File: src/rtl/id_pipe.sv
// ---------------------------------------------------------------------------
// id_pipe -- MIPS decode stage with integrated ID/EX pipeline register.
//
// Decodes one instruction per cycle, reads rs/rt from an internal register
// bank (write-first bypass from write-back), resolves BEQ/BNE in ID, detects
// load-use and branch-operand hazards, and registers all downstream controls
// and operands together with a valid bit.
//
// Ports
//   i_clk, i_reset          clock, asynchronous active-high reset
//   i_valid                 instruction / next_seq_pc valid in ID
//   i_instruction           instruction in ID (bits 31:0 decoded)
//   i_next_seq_pc           PC+4 of the instruction in ID
//   i_flush                 kill the instruction in ID
//   i_wb_write_enable/addr/data   register bank write-back port
//   o_stall                 hold IF and ID (combinational)
//   o_next_pc_src           branch taken (combinational)
//   o_next_not_seq_pc       branch target (combinational)
//   o_valid ... o_funct     registered ID/EX entry
//   o_bus_debug             flattened bank contents, register 0 in LSBs
// ---------------------------------------------------------------------------
module id_pipe #(
   parameter int REGISTERS_BANK_SIZE = 32,
   parameter int BUS_SIZE            = 32,
   parameter int PC_SIZE             = 32
) (
   input  logic                                    i_clk,
   input  logic                                    i_reset,
   input  logic                                    i_valid,
   input  logic [BUS_SIZE-1:0]                     i_instruction,
   input  logic [PC_SIZE-1:0]                      i_next_seq_pc,
   input  logic                                    i_flush,
   input  logic                                    i_wb_write_enable,
   input  logic [$clog2(REGISTERS_BANK_SIZE)-1:0]  i_wb_addr,
   input  logic [BUS_SIZE-1:0]                     i_wb_data,
   output logic                                    o_stall,
   output logic                                    o_next_pc_src,
   output logic [PC_SIZE-1:0]                      o_next_not_seq_pc,
   output logic                                    o_valid,
   output logic                                    o_wb_reg_write,
   output logic                                    o_wb_mem_to_reg,
   output logic                                    o_mem_read,
   output logic                                    o_mem_write,
   output logic                                    o_ex_dest,
   output logic                                    o_ex_alu_src,
   output logic [1:0]                              o_ex_alu_op,
   output logic [BUS_SIZE-1:0]                     o_bus_a,
   output logic [BUS_SIZE-1:0]                     o_bus_b,
   output logic [BUS_SIZE-1:0]                     o_imm_ext_signed,
   output logic [4:0]                              o_rs,
   output logic [4:0]                              o_rt,
   output logic [4:0]                              o_rd,
   output logic [5:0]                              o_funct,
   output logic [REGISTERS_BANK_SIZE*BUS_SIZE-1:0] o_bus_debug
);

   localparam int ADDR_W = $clog2(REGISTERS_BANK_SIZE);
   // Sign bits needed above imm16<<2 so the offset covers the full PC width.
   localparam int SEXT_W = (PC_SIZE > 18) ? PC_SIZE - 18 : 1;

   localparam logic [5:0] OP_RTYPE = 6'b000000;
   localparam logic [5:0] OP_BEQ   = 6'b000100;
   localparam logic [5:0] OP_BNE   = 6'b000101;
   localparam logic [5:0] OP_ADDI  = 6'b001000;
   localparam logic [5:0] OP_LW    = 6'b100011;
   localparam logic [5:0] OP_SW    = 6'b101011;

   typedef struct packed {
      logic       reg_write;
      logic       mem_to_reg;
      logic       mem_read;
      logic       mem_write;
      logic       ex_dest;
      logic       alu_src;
      logic [1:0] alu_op;
      logic       branch_eq;
      logic       branch_ne;
   } ctrl_t;

   // ------------------------------------------------------------------
   // Instruction fields
   // ------------------------------------------------------------------
   logic [5:0]  op;
   logic [4:0]  rs;
   logic [4:0]  rt;
   logic [4:0]  rd;
   logic [5:0]  funct;
   logic [15:0] imm;

   assign op    = i_instruction[31:26];
   assign rs    = i_instruction[25:21];
   assign rt    = i_instruction[20:16];
   assign rd    = i_instruction[15:11];
   assign funct = i_instruction[5:0];
   assign imm   = i_instruction[15:0];

   // Shift amount is carried inside funct-class instructions but not used here.
   logic unused_shamt;
   assign unused_shamt = ^i_instruction[10:6];

   generate
      if (BUS_SIZE > 32) begin : g_wide_instr
         logic unused_instr_hi;
         assign unused_instr_hi = ^i_instruction[BUS_SIZE-1:32];
      end
   endgenerate

   // ------------------------------------------------------------------
   // Decode
   // ------------------------------------------------------------------
   ctrl_t ctl;

   always_comb begin
      // NOTE: assign a default before the case so every path drives ctl; a
      // missing branch would otherwise infer a latch.
      ctl = '0;
      case (op)
         OP_RTYPE: begin
            ctl.reg_write = 1'b1;
            ctl.ex_dest   = 1'b1;
            ctl.alu_op    = 2'b10;
         end
         OP_LW: begin
            ctl.reg_write  = 1'b1;
            ctl.mem_to_reg = 1'b1;
            ctl.mem_read   = 1'b1;
            ctl.alu_src    = 1'b1;
         end
         OP_SW: begin
            ctl.mem_write = 1'b1;
            ctl.alu_src   = 1'b1;
         end
         OP_ADDI: begin
            ctl.reg_write = 1'b1;
            ctl.alu_src   = 1'b1;
         end
         OP_BEQ: begin
            ctl.branch_eq = 1'b1;
            ctl.alu_op    = 2'b01;
         end
         OP_BNE: begin
            ctl.branch_ne = 1'b1;
            ctl.alu_op    = 2'b01;
         end
         default: ;
      endcase
   end

   // ------------------------------------------------------------------
   // Register bank with write-first read bypass
   // ------------------------------------------------------------------
   logic [BUS_SIZE-1:0] regs [REGISTERS_BANK_SIZE];
   logic [ADDR_W-1:0]   rs_idx;
   logic [ADDR_W-1:0]   rt_idx;
   logic [BUS_SIZE-1:0] bus_a;
   logic [BUS_SIZE-1:0] bus_b;

   assign rs_idx = ADDR_W'(rs);
   assign rt_idx = ADDR_W'(rt);

   assign bus_a = (rs_idx == '0) ? '0 :
                  (i_wb_write_enable && i_wb_addr == rs_idx) ? i_wb_data : regs[rs_idx];
   assign bus_b = (rt_idx == '0) ? '0 :
                  (i_wb_write_enable && i_wb_addr == rt_idx) ? i_wb_data : regs[rt_idx];

   // NOTE: the bank is reset because its contents are architecturally visible
   // on o_bus_debug and must read back as zero after reset.
   always_ff @(posedge i_clk or posedge i_reset) begin
      if (i_reset) begin
         for (int i = 0; i < REGISTERS_BANK_SIZE; i++) regs[i] <= '0;
      end else if (i_wb_write_enable && i_wb_addr != '0) begin
         regs[i_wb_addr] <= i_wb_data;
      end
   end

   generate
      for (genvar g = 0; g < REGISTERS_BANK_SIZE; g++) begin : g_debug
         assign o_bus_debug[g*BUS_SIZE +: BUS_SIZE] = regs[g];
      end
   endgenerate

   // ------------------------------------------------------------------
   // Hazard detection
   // ------------------------------------------------------------------
   logic       shadow_valid;     // load one stage past ID/EX (MEM)
   logic [4:0] shadow_dest;
   logic [4:0] ex_dest_reg;
   logic       is_branch;
   logic       uses_rt;
   logic       load_use;
   logic       ex_writer;
   logic       branch_ex_hazard;
   logic       branch_mem_hazard;
   logic       advance;

   assign ex_dest_reg = o_ex_dest ? o_rd : o_rt;
   assign is_branch   = ctl.branch_eq | ctl.branch_ne;
   // rt is a source only for these; for LW/ADDI it is the destination.
   assign uses_rt     = (op == OP_RTYPE) || (op == OP_SW) || is_branch;

   assign load_use = o_valid && o_mem_read &&
                     ((ex_dest_reg == rs) || (uses_rt && ex_dest_reg == rt));

   assign ex_writer = o_valid && o_wb_reg_write && (ex_dest_reg != 5'd0);

   // Branches compare in ID, so any in-flight producer of rs/rt must drain
   // into the bank (and the bypass) before the compare is trusted.
   assign branch_ex_hazard  = is_branch && ex_writer &&
                              ((ex_dest_reg == rs) || (ex_dest_reg == rt));
   assign branch_mem_hazard = is_branch && shadow_valid &&
                              ((shadow_dest == rs) || (shadow_dest == rt));

   assign o_stall = i_valid && !i_flush &&
                    (load_use || branch_ex_hazard || branch_mem_hazard);

   assign o_next_pc_src = i_valid && !i_flush && !o_stall &&
                          ((ctl.branch_eq && (bus_a == bus_b)) ||
                           (ctl.branch_ne && (bus_a != bus_b)));

   assign o_next_not_seq_pc = i_next_seq_pc +
                              PC_SIZE'({{SEXT_W{imm[15]}}, imm, 2'b00});

   assign advance = i_valid && !i_flush && !o_stall;

   // ------------------------------------------------------------------
   // ID/EX register and load shadow
   // ------------------------------------------------------------------
   // NOTE: sequential state uses non-blocking assignments so every register
   // samples pre-edge values, e.g. the shadow captures the old ID/EX entry.
   always_ff @(posedge i_clk or posedge i_reset) begin
      if (i_reset) begin
         shadow_valid     <= 1'b0;
         shadow_dest      <= '0;
         o_valid          <= 1'b0;
         o_wb_reg_write   <= 1'b0;
         o_wb_mem_to_reg  <= 1'b0;
         o_mem_read       <= 1'b0;
         o_mem_write      <= 1'b0;
         o_ex_dest        <= 1'b0;
         o_ex_alu_src     <= 1'b0;
         o_ex_alu_op      <= '0;
         o_bus_a          <= '0;
         o_bus_b          <= '0;
         o_imm_ext_signed <= '0;
         o_rs             <= '0;
         o_rt             <= '0;
         o_rd             <= '0;
         o_funct          <= '0;
      end else begin
         // The EX stage never holds, so the entry moves to MEM every clock.
         shadow_valid <= o_valid && o_mem_read;
         shadow_dest  <= ex_dest_reg;
         if (advance) begin
            o_valid          <= 1'b1;
            o_wb_reg_write   <= ctl.reg_write;
            o_wb_mem_to_reg  <= ctl.mem_to_reg;
            o_mem_read       <= ctl.mem_read;
            o_mem_write      <= ctl.mem_write;
            o_ex_dest        <= ctl.ex_dest;
            o_ex_alu_src     <= ctl.alu_src;
            o_ex_alu_op      <= ctl.alu_op;
            o_bus_a          <= bus_a;
            o_bus_b          <= bus_b;
            o_imm_ext_signed <= {{(BUS_SIZE-16){imm[15]}}, imm};
            o_rs             <= rs;
            o_rt             <= rt;
            o_rd             <= rd;
            o_funct          <= funct;
         end else begin
            o_valid          <= 1'b0;
            o_wb_reg_write   <= 1'b0;
            o_wb_mem_to_reg  <= 1'b0;
            o_mem_read       <= 1'b0;
            o_mem_write      <= 1'b0;
            o_ex_dest        <= 1'b0;
            o_ex_alu_src     <= 1'b0;
            o_ex_alu_op      <= '0;
            o_bus_a          <= '0;
            o_bus_b          <= '0;
            o_imm_ext_signed <= '0;
            o_rs             <= '0;
            o_rt             <= '0;
            o_rd             <= '0;
            o_funct          <= '0;
         end
      end
   end

endmodule
File: config.mk
export PLATFORM = sky130hd
export DESIGN_NAME = id_pipe
export DESIGN_NICKNAME = d
export VERILOG_FILES = /design/src/rtl/id_pipe.sv
export SDC_FILE = /design/constraint.sdc
export NUM_CORES = 2
export LEC_CHECK = 0
export BUFFER_PORTS_ARGS = -buffer_cell sky130_fd_sc_hd__buf_2
export CAP_MARGIN = 20
export CORE_AREA = 2 2 499 501
export DETAILED_ROUTE_END_ITERATION = 10
export DIE_AREA = 0 0 501 503
export GPL_TIMING_DRIVEN = 0
export PLACE_DENSITY_LB_ADDON = 0.08
export SYNTH_ARGS = -nofsm -noshare
export SYNTH_HDL_FRONTEND = slang
export SYNTH_SLANG_ARGS = --single-unit
File: constraint.sdc
create_clock -name i_clk -period 77.7 [get_ports i_clk]
set_input_delay 3.885 -clock i_clk [delete_from_list [all_inputs] [get_ports i_clk]]
set_output_delay 3.885 -clock i_clk [all_outputs]
set_load 0.02 [all_outputs]
Yosys cells after proc, flatten, opt, wreduce, memory -nomap -nowiden
Index checks and enable logic that the tools add are counted.

operators by class
  add/sub/neg operators = 1
  $lt $le $gt $ge = 4
  eq/ne operators = 13
  mux-type cells = 37
  bitwise gates (word level) = 4
  reductions and logical operators = 37

operator list
  cell                                                                  number
  1024-bit bitwise mux                                                  1
  32-bit two-way mux                                                    12
  32-bit binary-select mux with 5-bit select                            2
  32-bit demux with 5-bit select                                        1
  32-bit adder                                                          1
  32-bit == test                                                        1
  32-bit inequality test                                                1
  5-bit == test                                                         6
  5-bit two-way mux                                                     4
  1-bit logical AND                                                     19
  6-bit >= comparator, second input constant                            3
  5-bit NOT with 6-bit output                                           3
  1-bit two-way mux                                                     13
  6-bit by 3-bit == test with 1-bit output, second input constant       2
  6-bit == test, second input constant                                  2
  5-bit logical NOT                                                     2
  5-bit nonzero test                                                    2
  1-bit logical OR                                                      8
  6-bit by 4-bit == test with 1-bit output, second input constant       1
  6-bit logical NOT                                                     1
  6-bit by 1-bit < comparator with 1-bit output, second input constant  1
  6-bit two-way mux                                                     1
  3-bit OR reduction                                                    2
  2-bit two-way mux                                                     2
  4 further kinds                                                       5

storage, ports and cells
  register bits = 1156
  input bits = 106
  output and inout bits = 1184
  logic and storage cells = 145

Depth between registers and ports, before layout
  depth after elaboration = 13
  mapped depth = 16
  depth with buffers taken out = 13

Least setup slack after synthesis
Ideal clock, no wire load.

  path kind = input-to-output
  from = input i_instruction[16]
  to = output o_next_pc_src
  arrival time = 6.791 ns
  setup slack = 67.024 ns
  stages on the path = 13
  buffers on the path = 4
  cells stage by stage = buf_6 buf_12 buf_8 buf_4 mux4_2 a21oi_1 o21ai_0 a32o_1 xnor2_1 nor4_2 nand4_1 nor4_2 mux2i_1

between the ends
  word-level cells in the longest chain between the ends = 10
  elaborated cells between the ends (all ways) = 29
  those cells by class = eq/ne: 5; mux: 5; bitwise: 1; reduce/logical: 18

RTL lines
  element                                                                             RTL line       RTL
  start, declared                                                                     30             input logic [BUS_SIZE-1:0] i_instruction,
  5-bit NOT with 6-bit output (not written as such) or 5-bit == test (tied branches)  164, 202, 209
  32-bit binary-select mux with 5-bit select or 1-bit logical AND (tied branches)     164, 202
  32-bit two-way mux (not written as such) or 1-bit logical OR (tied branches)        164, 202
  32-bit two-way mux (not written as such) or 1-bit logical AND (tied branches)       164, 201
  32-bit two-way mux or 1-bit logical OR (tied branches)                              164, 214
  32-bit two-way mux or 1-bit logical OR (tied branches)                              163, 214
  32-bit == test, or another cell as far along                                        217            ((ctl.branch_eq && (bus_a == bus_b)) ||
  1-bit logical AND, or another cell as far along                                     217
  1-bit logical OR or 1-bit logical AND (tied branches)                               217, 216
  1-bit logical AND (*)                                                               216            assign o_next_pc_src = i_valid && !i_flush && !o_stall &&
  end, declared                                                                       37             output logic o_next_pc_src,

Mark *: on every way between the ends. The rest lies on a longest branch, timed or not. The select of a mux whose other input is x is not followed.

Worst setup path in the final report
  from = input i_instruction[17]
  to = output o_next_pc_src

Same word-level chain as after synthesis.

==> impl_metrics.yaml <==
timing:
  rsz0062_at_grt: "no"
  worstMarginPinSlew_ns: 1.35
  period_share: 0.199
  drv_slew: 0
  finalSetupTns_ns: 0
  max_clock_freq_mhz: 64.7
  fin_crit_ns: 15.45
  timing.final.ws_setup_ns: 62.25
  hold_viol: 0
  fin_worst_skew_ns: 0.0425
  relSlewSlack: 0.101
  finalSetupViolCount: 0
grt:
  track_usage: 0.399
  grt_pass1_wl_um: 634000
  antenna_found_initial: 93
  grt_max_degree: 115
  gr-total-overflow: 0
  grt_pass1_vias: 51800
floorplanning:
  die_x_um: 501
  initial_core_util: 0.244
  row_count: 183
  fp.dieArea_sq_um: 252000
  die_y_um: 503
  fp.coreArea_sq_um: 247000
  pin_count: 1290
detailed_routing:
  first_iter_violations: 7256
  drc_errors: 0
  antenna_left: 0
  wirelength_um: 517000
  dr.pass1.iters: 6
  vias: 54800
  via_per_inst: 5.93
  wl_per_cell_um: 56.0
worst_hold_path:
  min_from: "o_valid$_DFF_PP0_"
  min_delay_path_depth: 1
  min_path_type: "reg -> reg"
  holdPathEnd: "shadow_valid$_DFF_PP0_"
yosys:
  syn_nets: 4408
  yosysWarnings: 0
  yosysSeqAreaShare: 0.468
  syn_avg_cell_area_sq_um: 14.1
  synth_cell_type_count: 77
  ys.flop_type: "dfrtp_1"
  synth-edff-count: 0
  netlist_area_sq_um: 60400
  synth-seq-cells: 1128
  async_reset_ff_frac: 1.00
  syn_inst: 4272
placement:
  place_area_sq_um: 73200
  finalWeightedCongestion: 0.949
  dpl.hpwl_um: 393000
  place_ws_ns: 62.56
  io_buffers: 1282
cells_and_area:
  drive_above_1_share: 0.564
  layout_commonest_cell: "buf_2"
  design_area_sq_um: 78500
  final_cell_mix: "buf_2 (1370), dfrtp_1 (1128), mux2_2 (996)"
  nets: 5953
  syn2layout_area_growth_pct: 30.1
outcome:
  status: "finished, final reports clean"
setup_path:
  cp_slowest_stage_delay_ns: 1.10
  rr_startpoint: "o_ex_dest$_DFF_PP0_"
  crit_chain: "buf_2 > buf_2 > buf_4 > buf_2 > buf_2 > mux4_2 > a221oi_1 > o31ai_1 > xnor2_1 > nor4_1 > nand3_1 > nor4_4 > mux2i_1 > buf_2"
  cp-end-kind: "output port"
  crit_fanout: 10
  critical-path-slowest-cell: "a221oi_1"
  critPathLaunchType: "input port"
  path_class: "in -> out"
  crit_top_cell: "buf_2"
  arrival_ns: 11.56
  r2r_end: "o_bus_b[13]$_DFF_PP0_"
  crit_required_ns: 73.82
  reg2reg_slack_ns: 73.58
  r2r_cells: 10
clock_network:
  clockBufferDepth: 3
  clk_pin_slew_ns: 0.05
  cts_tree: "built"
  cts-htree-levels: 4
  cts_resized: 0
  cts_sinks: 1128
  ctsHoldBuffers: 0
  clk_latency_ns: 0.86
  root_buffer: "clkbuf_16"
  cts_setup_buffers: 0
  cts_buffers: 152
job:
  maxCapViolations: 0
pwr:
  p_per_area_nw_per_um2: 29.8
  worst_ir_drop_vdd_uv: 19.7
  p_leak_nw: 36.9
## synthesized netlist by cell type, types with 27 or more instances
| library cell | instances | area (sq um) |
|---|---|---|
| xnor2_1 | 49 | 429 |
| nand2_1 | 65 | 244 |
| mux2i_1 | 241 | 2410 |
| nor2_1 | 110 | 413 |
| buf_1 | 59 | 221 |
| nand3_1 | 39 | 195 |
| buf_2 | 55 | 275 |
| dfrtp_1 | 1128 | 28200 |
| o21ai_0 | 43 | 215 |
| a22oi_1 | 85 | 638 |
| buf_4 | 61 | 458 |
| xor2_1 | 36 | 315 |
| and2_1 | 49 | 307 |
| clkbuf_1 | 273 | 1020 |
| a21oi_1 | 113 | 566 |
| o22ai_1 | 27 | 169 |
| o221ai_1 | 73 | 639 |
| ha_1 | 29 | 363 |
| mux4_2 | 402 | 9050 |
| mux2_2 | 996 | 11200 |
## worst max-delay path, delay by kind of cell
family	cells	cell delay [ns]
compound gates	2	1.32
buf+inv	6	3.12
simple gates	3	1.91
mux	2	0.92
xor+xnor	1	0.28
## metal layers
metal  global-route usage  vias up  part of all wire
li1                     -    19600                 -
met1                0.472    29900              0.37
met2                0.600     4240              0.44
met3                0.163     1021              0.11
met4                0.251       17             0.076
met5                    0        -            0.0012
## power by group
part	internal (W)	switching, W
registers	0.000690	0.000139
clock network	0.000429	0.000314
logic	0.000270	0.000499
## metrics by stage
step | cells | hold WS [ns] | utilization | total power [W]
CTS | 9168 | 0.507 | 0.317 | 0.00233
finish | 9231 | 0.508 | 0.318 | 0.00234
global placement | 8791 | 0.499 | 0.287 | 0.00157
floorplan | 4272 | 0.592 | - | 0.00117
global route | 9186 | 0.534 | 0.317 | 0.00239
detailed placement | 8897 | 0.493 | 0.296 | 0.00159
## worst max path at each step
stage                                  from                            to  slack, ns  cells after the start
after CTS                 i_instruction[17]                 o_next_pc_src      62.56                     14
after global routing      i_instruction[17]                 o_next_pc_src      62.55                     14
after global placement              i_reset  o_bus_debug[939]$_DFFE_PP0P_      23.72                      2
after detailed placement  i_instruction[17]                 o_next_pc_src      62.56                     14
after floorplan                     i_reset          o_bus_a[0]$_DFF_PP0_      42.05                      1
final                     i_instruction[17]                 o_next_pc_src      62.25                     14
## state kept, by name (all words and copies together), names as in the netlist
signal,count
o_bus_debug,1024
o_bus_a,32
o_bus_b,32
o_imm_ext_signed,7
o_funct,5
o_rs,5
o_rt,5
shadow_dest,5
o_rd,4
o_ex_alu_op,2
o_ex_alu_src,1
o_ex_dest,1
o_mem_read,1
o_mem_write,1
o_valid,1
o_wb_reg_write,1
shadow_valid,1
## logic make-up after synthesis
| kind of cell | count (synthesis) | share of synthesized area |
|---|---|---|
| compound gates | 500 | 0.0590 |
| xor+xnor | 85 | 0.0123 |
| fa+ha+maj | 30 | 0.00634 |
| buf+inv | 500 | 0.0403 |
| flops | 1128 | 0.468 |
| mux | 1655 | 0.383 |
| simple gates | 374 | 0.0317 |
## area by class of cell
class | instances | area [sq um]
multi-input combinational | 2644 | 29700
buffer | 478 | 2530
antenna | 60 | 150
clock buffer | 228 | 4590
tap | 3237 | 4050
clock inverter | 43 | 518
sequential | 1128 | 28200
fill | 25100 | 169000
timing repair buffer | 1391 | 8630
inverter | 22 | 90.1
Note: power is estimated with default switching activity, not from simulation.
